--- config.mk ---
export PLATFORM = sky130hd
export DESIGN_NAME = pulp_clock_gate_ctrl
export DESIGN_NICKNAME = d
export VERILOG_FILES = /design/src/rtl/pulp_clock_gate_ctrl_pkg.sv /design/src/rtl/pulp_cgc_timer.sv /design/src/rtl/pulp_clock_gate_ctrl.sv
export SDC_FILE = /design/constraint.sdc
export NUM_CORES = 1
export LEC_CHECK = 0
export BUFFER_PORTS_ARGS = -buffer_cell sky130_fd_sc_hd__clkbuf_2
export CORE_AREA = 2 2 39 41
export DETAILED_ROUTE_END_ITERATION = 12
export DIE_AREA = 0 0 41 43
export PLACE_DENSITY = 0.64
export SLEW_MARGIN = 20
export SYNTH_ARGS = -nofsm -noshare
export SYNTH_HDL_FRONTEND = slang
export SYNTH_SLANG_ARGS = --single-unit
--- constraint.sdc ---
create_clock -name clk_i -period 1.4 [get_ports clk_i]
set_input_delay 0.07 -clock clk_i [delete_from_list [all_inputs] [get_ports clk_i]]
set_output_delay 0.07 -clock clk_i [all_outputs]
set_load 0.03 [all_outputs]
--- src/rtl/pulp_clock_gate_ctrl_pkg.sv ---
// Shared types and the timer-width helper for the clock-gate controller.
// Pure declarations: no latency, no flow control.
package pulp_clock_gate_ctrl_pkg;

    typedef enum logic [1:0] {
        CG_OFF  = 2'd0,
        CG_WAKE = 2'd1,
        CG_ON   = 2'd2,
        CG_HOLD = 2'd3
    } cg_state_e;

    // Never returns 0 so the timer stays a legal vector in the zero-delay build.
    function automatic int cnt_width(input int wake, input int idle);
        int m;
        m = (wake > idle) ? wake : idle;
        return (m < 1) ? 1 : $clog2(m + 1);
    endfunction

endpackage

--- src/rtl/pulp_cgc_timer.sv ---
// Loadable down-counter shared by the wake and hold phases; load wins over dec.
// One-cycle update latency, saturates at zero, no backpressure.
module pulp_cgc_timer #(
    parameter int CNT_W = 4
) (
    input  logic             clk_i,
    input  logic             rst_ni,
    input  logic             load_i,
    input  logic [CNT_W-1:0] value_i,
    input  logic             dec_i,
    output logic             zero_o
);

    logic [CNT_W-1:0] cnt_q, cnt_d;

    always_comb begin
        cnt_d = cnt_q;
        if (load_i) begin
            cnt_d = value_i;
        end else if (dec_i && (cnt_q != '0)) begin
            cnt_d = cnt_q - 1'b1;
        end
    end

    always_ff @(posedge clk_i) begin
        if (!rst_ni) begin
            cnt_q <= '0;
        end else begin
            cnt_q <= cnt_d;
        end
    end

    assign zero_o = (cnt_q == '0);

endmodule

--- src/rtl/pulp_clock_gate_ctrl.sv ---
// Shared clock-domain gate: ungates on request, grants after WAKE_CYCLES, holds IDLE_CYCLES after release.
// Grant latency WAKE_CYCLES+1 from off, 1 from hold, 0 while on; requesters are never stalled, only un-acked.
module pulp_clock_gate_ctrl
    import pulp_clock_gate_ctrl_pkg::*;
#(
    parameter int NUM_REQ     = 4,
    parameter int WAKE_CYCLES = 4,
    parameter int IDLE_CYCLES = 8,
    parameter int CNT_W       = cnt_width(WAKE_CYCLES, IDLE_CYCLES)
) (
    input  logic               clk_i,
    input  logic               rst_ni,
    input  logic [NUM_REQ-1:0] req_i,
    output logic [NUM_REQ-1:0] ack_o,
    input  logic               test_en_i,
    output logic               clk_en_o,
    output logic [1:0]         state_o
);

    localparam logic [CNT_W-1:0] WAKE_LOAD = (WAKE_CYCLES > 0) ? CNT_W'(WAKE_CYCLES - 1) : '0;
    localparam logic [CNT_W-1:0] IDLE_LOAD = (IDLE_CYCLES > 0) ? CNT_W'(IDLE_CYCLES - 1) : '0;

    cg_state_e        state_q, state_d;
    logic             any_req;
    logic             tmr_load, tmr_dec, tmr_zero;
    logic [CNT_W-1:0] tmr_value;

    assign any_req = |req_i;

    always_comb begin
        state_d   = state_q;
        tmr_load  = 1'b0;
        tmr_dec   = 1'b0;
        tmr_value = '0;
        unique case (state_q)
            CG_OFF: begin
                if (any_req) begin
                    if (WAKE_CYCLES > 0) begin
                        state_d   = CG_WAKE;
                        tmr_load  = 1'b1;
                        tmr_value = WAKE_LOAD;
                    end else begin
                        state_d = CG_ON;
                    end
                end
            end
            // A request drop here is deliberately ignored: wake always completes.
            CG_WAKE: begin
                if (tmr_zero) state_d = CG_ON;
                else          tmr_dec = 1'b1;
            end
            CG_ON: begin
                if (!any_req) begin
                    if (IDLE_CYCLES > 0) begin
                        state_d   = CG_HOLD;
                        tmr_load  = 1'b1;
                        tmr_value = IDLE_LOAD;
                    end else begin
                        state_d = CG_OFF;
                    end
                end
            end
            CG_HOLD: begin
                if (any_req)       state_d = CG_ON;
                else if (tmr_zero) state_d = CG_OFF;
                else               tmr_dec = 1'b1;
            end
            default: state_d = CG_OFF;
        endcase
    end

    always_ff @(posedge clk_i) begin
        if (!rst_ni) begin
            state_q <= CG_OFF;
        end else begin
            state_q <= state_d;
        end
    end

    pulp_cgc_timer #(
        .CNT_W (CNT_W)
    ) u_timer (
        .clk_i   (clk_i),
        .rst_ni  (rst_ni),
        .load_i  (tmr_load),
        .value_i (tmr_value),
        .dec_i   (tmr_dec),
        .zero_o  (tmr_zero)
    );

    assign clk_en_o = (state_q != CG_OFF) | test_en_i;
    assign ack_o    = req_i & {NUM_REQ{state_q == CG_ON}};
    assign state_o  = state_q;

endmodule

### Word level (Yosys, flattened, before mapping)

Cells that the tools add are included.

| operators by class | value |
|---|---|
| reduce and logical (&&, ||, !) cells | 8 |
| multiplexer cells | 17 |
| equality and inequality tests | 7 |
| add/subtract/negate cells | 1 |
| bitwise gates (word level) | 2 |

Operator list:

| kind | count |
|---|---|
| 2-to-1 mux 2 bit | 6 |
| 2-to-1 mux 4 bit | 2 |
| case mux 2 bit (4 select lines) | 1 |
| inequality test 2 bit (second input constant) | 3 |
| case mux 3 bit (2 select lines) | 1 |
| AND 4 bit | 1 |
| == test 2 bit (second input constant) | 2 |
| zero test 4 bit | 1 |
| 2-to-1 mux 1 bit | 4 |
| case mux 1 bit (2 select lines) | 2 |
| AND reduction 4 bit | 1 |
| nonzero test 2 bit | 2 |
| nonzero test 4 bit | 1 |
| OR reduction 4 bit | 1 |
| subtractor 4 x 1 -> 4 bit (second input constant) | 1 |
| 2-to-1 mux 3 bit | 1 |
| inequality test 3 bit (second input constant) | 1 |
| == test 2 x 1 -> 1 bit (second input constant) | 1 |
| zero test 2 bit | 1 |
| logical AND 1 bit | 1 |
| bitwise OR 1 bit | 1 |

| storage, ports and cells | value |
|---|---|
| bits of input ports | 7 |
| flip-flop bits (word level) | 6 |
| output and inout port bits | 7 |

### Longest topological paths before layout

| depth | value |
|---|---|
| depth after elaboration | 7 |
| gate-level depth with buffers | 6 |
| depth with buffers taken out | 6 |

### Modules after synthesis

From an unflattened synthesis, not the netlist that was laid out.

| second synthesis, totals | value |
|---|---|
| cells, all modules | 54 |
| area total of the unflattened synthesis | 432.9 sq um |

Modules (own cells, without submodules):

| module | instances | area each (sq um) | sequential area each (sq um) | cells an instance |
|---|---|---|---|---|
| pulp_cgc_timer | 1 | 256.5 | 80.1 | 31 |
| pulp_clock_gate_ctrl | 1 | 176.4 | 40.0 | 23 |

### Worst setup path after synthesis

OpenSTA, ideal clock, no wires.

| timing | value |
|---|---|
| kind | register to register |
| start | register state_q[1] (netlist: state_o[1]) |
| end | register u_timer.cnt_q[1] |
| buffers on the path | 0 |
| arrival | 1.320 ns |
| clock period less this slack | 1.439 ns |
| cell stages (with the launch flop) | 5 |
| setup slack | -0.039 ns |
| cell sequence | dfxtp_1 -> o41a_1 -> a21oi_2 -> a21boi_2 -> o221a_1 |

| between the ends | value |
|---|---|
| longest elaborated chain between the ends | 4 |

RTL lines:

| what | line | RTL |
|---|---|---|
| start, declared | pulp_clock_gate_ctrl.sv:23 | `cg_state_e state_q, state_d;` |
| start signal, assigned | pulp_clock_gate_ctrl.sv:76 | `state_q <= state_d;` |
| == test 2 bit / == test 2 x 1 -> 1 bit (equally long branches) | pulp_clock_gate_ctrl.sv:35 | `unique case (state_q)` |
| case mux 1 bit (2 select lines) | pulp_clock_gate_ctrl.sv:35 |  |
| logical AND 1 bit | pulp_cgc_timer.sv:20 | `end else if (dec_i && (cnt_q != '0)) begin` |
| nonzero test 2 bit (no line) | -- |  |
| end signal, assigned | pulp_cgc_timer.sv:29 | `cnt_q <= cnt_d;` |
| end, declared | pulp_cgc_timer.sv:14 | `logic [CNT_W-1:0] cnt_q, cnt_d;` |

Parallel ways exist; a longest one is shown, timed or not.
A chain may end at the register's enable or synchronous reset.

### Worst setup path after layout

| timing | value |
|---|---|
| start | register u_timer.cnt_q[1] |
| end | register u_timer.cnt_q[3] |

| between the ends | value |
|---|---|
| longest elaborated chain between the ends | 6 |

RTL lines:

| what | line | RTL |
|---|---|---|
| zero test 4 bit | pulp_cgc_timer.sv:33 | `assign zero_o = (cnt_q == '0);` |
| 2-to-1 mux 1 bit | pulp_clock_gate_ctrl.sv:49, pulp_clock_gate_ctrl.sv:65 |  |
| 2-to-1 mux 1 bit | pulp_clock_gate_ctrl.sv:64 | `if (any_req) state_d = CG_ON;` |
| case mux 1 bit (2 select lines) | pulp_clock_gate_ctrl.sv:35 |  |
| logical AND 1 bit | pulp_cgc_timer.sv:20 |  |
| nonzero test 2 bit (no line) | -- |  |

Parallel ways exist; a longest one is shown, timed or not. The select of a mux whose other input is x is not followed.

==> results by group <==
Worst setup path
  • CP max stage cell: or3b_4
  • CP max stage delay: roughly 0.38 ns
  • R2R Path End: u_timer.cnt_q[3]
  • Delay-heaviest family, CP: simple AND/OR/NAND/NOR gates
  • Crit. End Element: flip-flop
  • Critical Path RT: between 1.5 and 2 ns
  • Crit-path max FO: 4
  • Reg2Reg Setup Slack: between 0.05 and 0.06 ns
  • Critical path, cell by cell: inv_2 -> ha_4 -> or3b_4 -> nand4_1 -> xnor2_1 -> o311a_1
  • Startpoint Class: flip-flop
  • Worst reg2reg path depth: 6
  • CP Class: reg -> reg
  • Critical Path AT: roughly 1.5 ns
  • Worst R2R Start: u_timer.cnt_q[1]
  • Count of buffer and inverter cells on the critical path: 1

Hold path
  • Hold endpoint: state_o[0]
  • Tightest Hold Check Type: in -> reg
  • Hold path startpoint: rst_ni
  • WHS Path Cells: 2

Placed design
  • Placed insts: 76
  • Placed inst area: approximately 500 sq um
  • Dpl hpwl: slightly below 700 um
  • Gpl congestion: around 0.82
  • Port-buffer cells: 13

Yosys
  • Syn. warnings: 0
  • Post-synth EDFFs: 0
  • Simple-Gate Fraction of Synth Area: 0.321
  • Largest family of logic cells by synthesized area: simple AND/OR/NAND/NOR gates
  • Top cell type's share of synthesized area: 0.315
  • Yosys cell types: 24
  • Mux cell area share after synthesis: 0
  • Synth area leaders: dfxtp_1 31%, and2_1 8.2%, o221a_1 5.9%, xnor2_1 4.6%, a21oi_1 3.9%
  • #FFs+latches synth: 6
  • Async SR Flop Fraction: 0
  • Post-synthesis adder-cell area fraction: 0.0328
  • Top cells by count, synth: 6 x dfxtp_1, 5 x and2_1, 3 x a21oi_1
  • XOR/XNOR Fraction of Synth Area: 0.0459
  • Avg Cell Area, Syn: a little under 9 sq um
  • Area fraction in compound gates after synthesis: 0.256
  • Mapped Area: between 300 and 400 sq um
  • Synth Instances: 43
  • Top FF cell, synth: dfxtp_1
  • Register area share after synthesis: 0.315
  • Post-synth net total: 51
  • Post-synth top area cell: dfxtp_1
  • Most frequent cell after synthesis: dfxtp_1

Run
  • Max-cap check violation count: 0

STA
  • RSZ-0062 raised after global routing: false
  • Clock Skews: 0.00711 ns
  • Min Tclk post-route: ~1.3 ns
  • Max_slew headroom: 0.684
  • Slew @ Worst Pin: between 0.4 and 0.5 ns
  • Fin. Hold Viols: 0
  • Fin. max-slew vios: 0
  • Final period util: 0.959
  • Max Fclk: between 700 and 800 MHz
  • Final-report setup violation count: 0

Finish
  • Nets: 73
  • Filler cell count: 141
  • Area grow syn2layout: 43.3%
  • Post-Layout Inst Area: 547 sq um
  • Area of the multi-input gates: between 200 and 300 sq um
  • Antenna Cells: 0
  • Final Non-Filler Cells: 79
  • Share of cells above drive strength 1: 0.508
  • Storage cell area: roughly 120 sq um

Route
  • DRC errors left: 0
  • Initial DRC Count: 6
  • Final ANT Viol Nets: 0
  • DR pass1 iterations: 4
  • Detailed Route WL: approximately 900 um
  • Wire length per cell: 11.4 um
  • Routed via count: 407
  • Vias per cell: ~5

Global routing
  • Total gr overflow: 0
  • Initial antenna violation count: 0
  • Largest net degree at the start of global routing: 10
  • Gr usage total: 0.111
  • First-pass GRT wire length: 1.28 mm
  • Vias in the first global route: 330

Pwr
  • Pwr Density: 1470 mW/mm^2
  • Worst vdd ir: slightly above 0.0007 V
  • Leakage: 0.241 nW

Floorplan
  • Die height: between 40 and 50 um
  • Die width: roughly 41 um
  • Die Area: 0.00176 sq mm
  • Ports: 14
  • # rows: 14
  • Core area: between 0.001 and 0.0015 sq mm
  • Starting Density: 0.276

Clock tree
  • Root buf cell: clkbuf_4
  • TritonCTS buffer count: 3
  • CTS tree: built
  • H-tree Lvls: 1
  • Number of hold buffers added after CTS: 0
  • CTS sink cnt: 6
  • Clk buf depth: 2
  • Worst-path clk slew: approximately 0.050 ns
  • Clk_lat worst skew: roughly 0.25 ns

Outcome
  • Outcome: finished, final reports clean
-- power by group --
part           internal [mW]  switching (mW)
Clock                 0.0973          0.0667
Sequential             0.212          0.0511
Combinational          0.185           0.192
-- kinds of logic after synthesis --
family	count (synthesis)
AND/OR/NAND/NOR	19
adder cells (fa/ha/maj)	1
AO/OA/AOI/OAI	12
flip-flops	6
buffers and inverters	3
XOR/XNOR	2
-- final cells by class --
cell class                      count  share of cell area
Sequential cell                     6               0.227
Multi-Input combinational cell     34               0.494
Inverter                            2              0.0137
Timing Repair Buffer               18               0.188
Clock buffer                        3              0.0412
Tap cell                           16              0.0366
-- layout by cell type (no fill, tap or decap), drive strengths merged, types with 2 or more instances in the layout --
| master | n |
|---|---|
| inv | 2 |
| o221a | 2 |
| nand4 | 2 |
| a21oi | 4 |
| nor2 | 2 |
| buf | 5 |
| nor2b | 2 |
| o21ai | 2 |
| and2 | 5 |
| xnor2 | 2 |
| nand3 | 2 |
| dfxtp | 6 |
| clkbuf | 16 |
-- metrics by stage --
step	util	hold WS (ns)	setup TNS (ns)	power (mW)	setup slack (ns)
2_1_floorplan	-	0.192	0	0.486	0.0298
3_3_place_gp	0.363	0.359	0	0.596	0.00188
3_5_place_dp	0.363	0.360	-0.0396	0.602	-0.0166
4_1_cts	0.386	0.0902	0	0.790	0.0158
5_1_grt	0.395	0.111	0	0.865	0.0141
6_report	0.395	0.113	0	0.804	0.0568
-- worst reg2reg max path, cell delays in order (launching register included) --
cell	delay, ns
dfxtp_2	0.33
inv_2	0.07
ha_4	0.13
or3b_4	0.39
nand4_1	0.09
xnor2_1	0.12
o311a_1	0.17
-- per-layer routing --
layer | vias up | global-route usage | part of all wire
met5 | - | 0 | 0
met4 | 0 | 0.0800 | 0.027
met3 | 2 | 0.0314 | 0.083
met2 | 20 | 0.175 | 0.45
met1 | 182 | 0.117 | 0.44
li1 | 203 | - | -
-- what timing repair did --
action / in CTS / in global routing
pin swaps: 1 / 3
setup buffers: 0 / 0
resized for setup: 3 / 5
endpoints found under the setup margin: 3 / 1
-- flip-flops by register name, summed over array words and instances (netlist names) --
| register | flops |
|---|---|
| u_timer.cnt_q | 4 |
| state_o | 2 |
-- how the worst max path moves through the flow --
stage	startpoint	endpoint	slack, ns	depth (start not counted)
final	u_timer.cnt_q[1]	u_timer.cnt_q[3]	0.06	6
after global routing	u_timer.cnt_q[1]	u_timer.cnt_q[3]	0.01	6
after CTS	u_timer.cnt_q[1]	u_timer.cnt_q[3]	0.02	6
after detailed placement	u_timer.cnt_q[1]	u_timer.cnt_q[1]	-0.02	5
after global placement	u_timer.cnt_q[1]	u_timer.cnt_q[3]	0.002	6
after floorplan	u_timer.cnt_q[0]	u_timer.cnt_q[3]	0.03	6
Power figures use the tool's default switching activity.
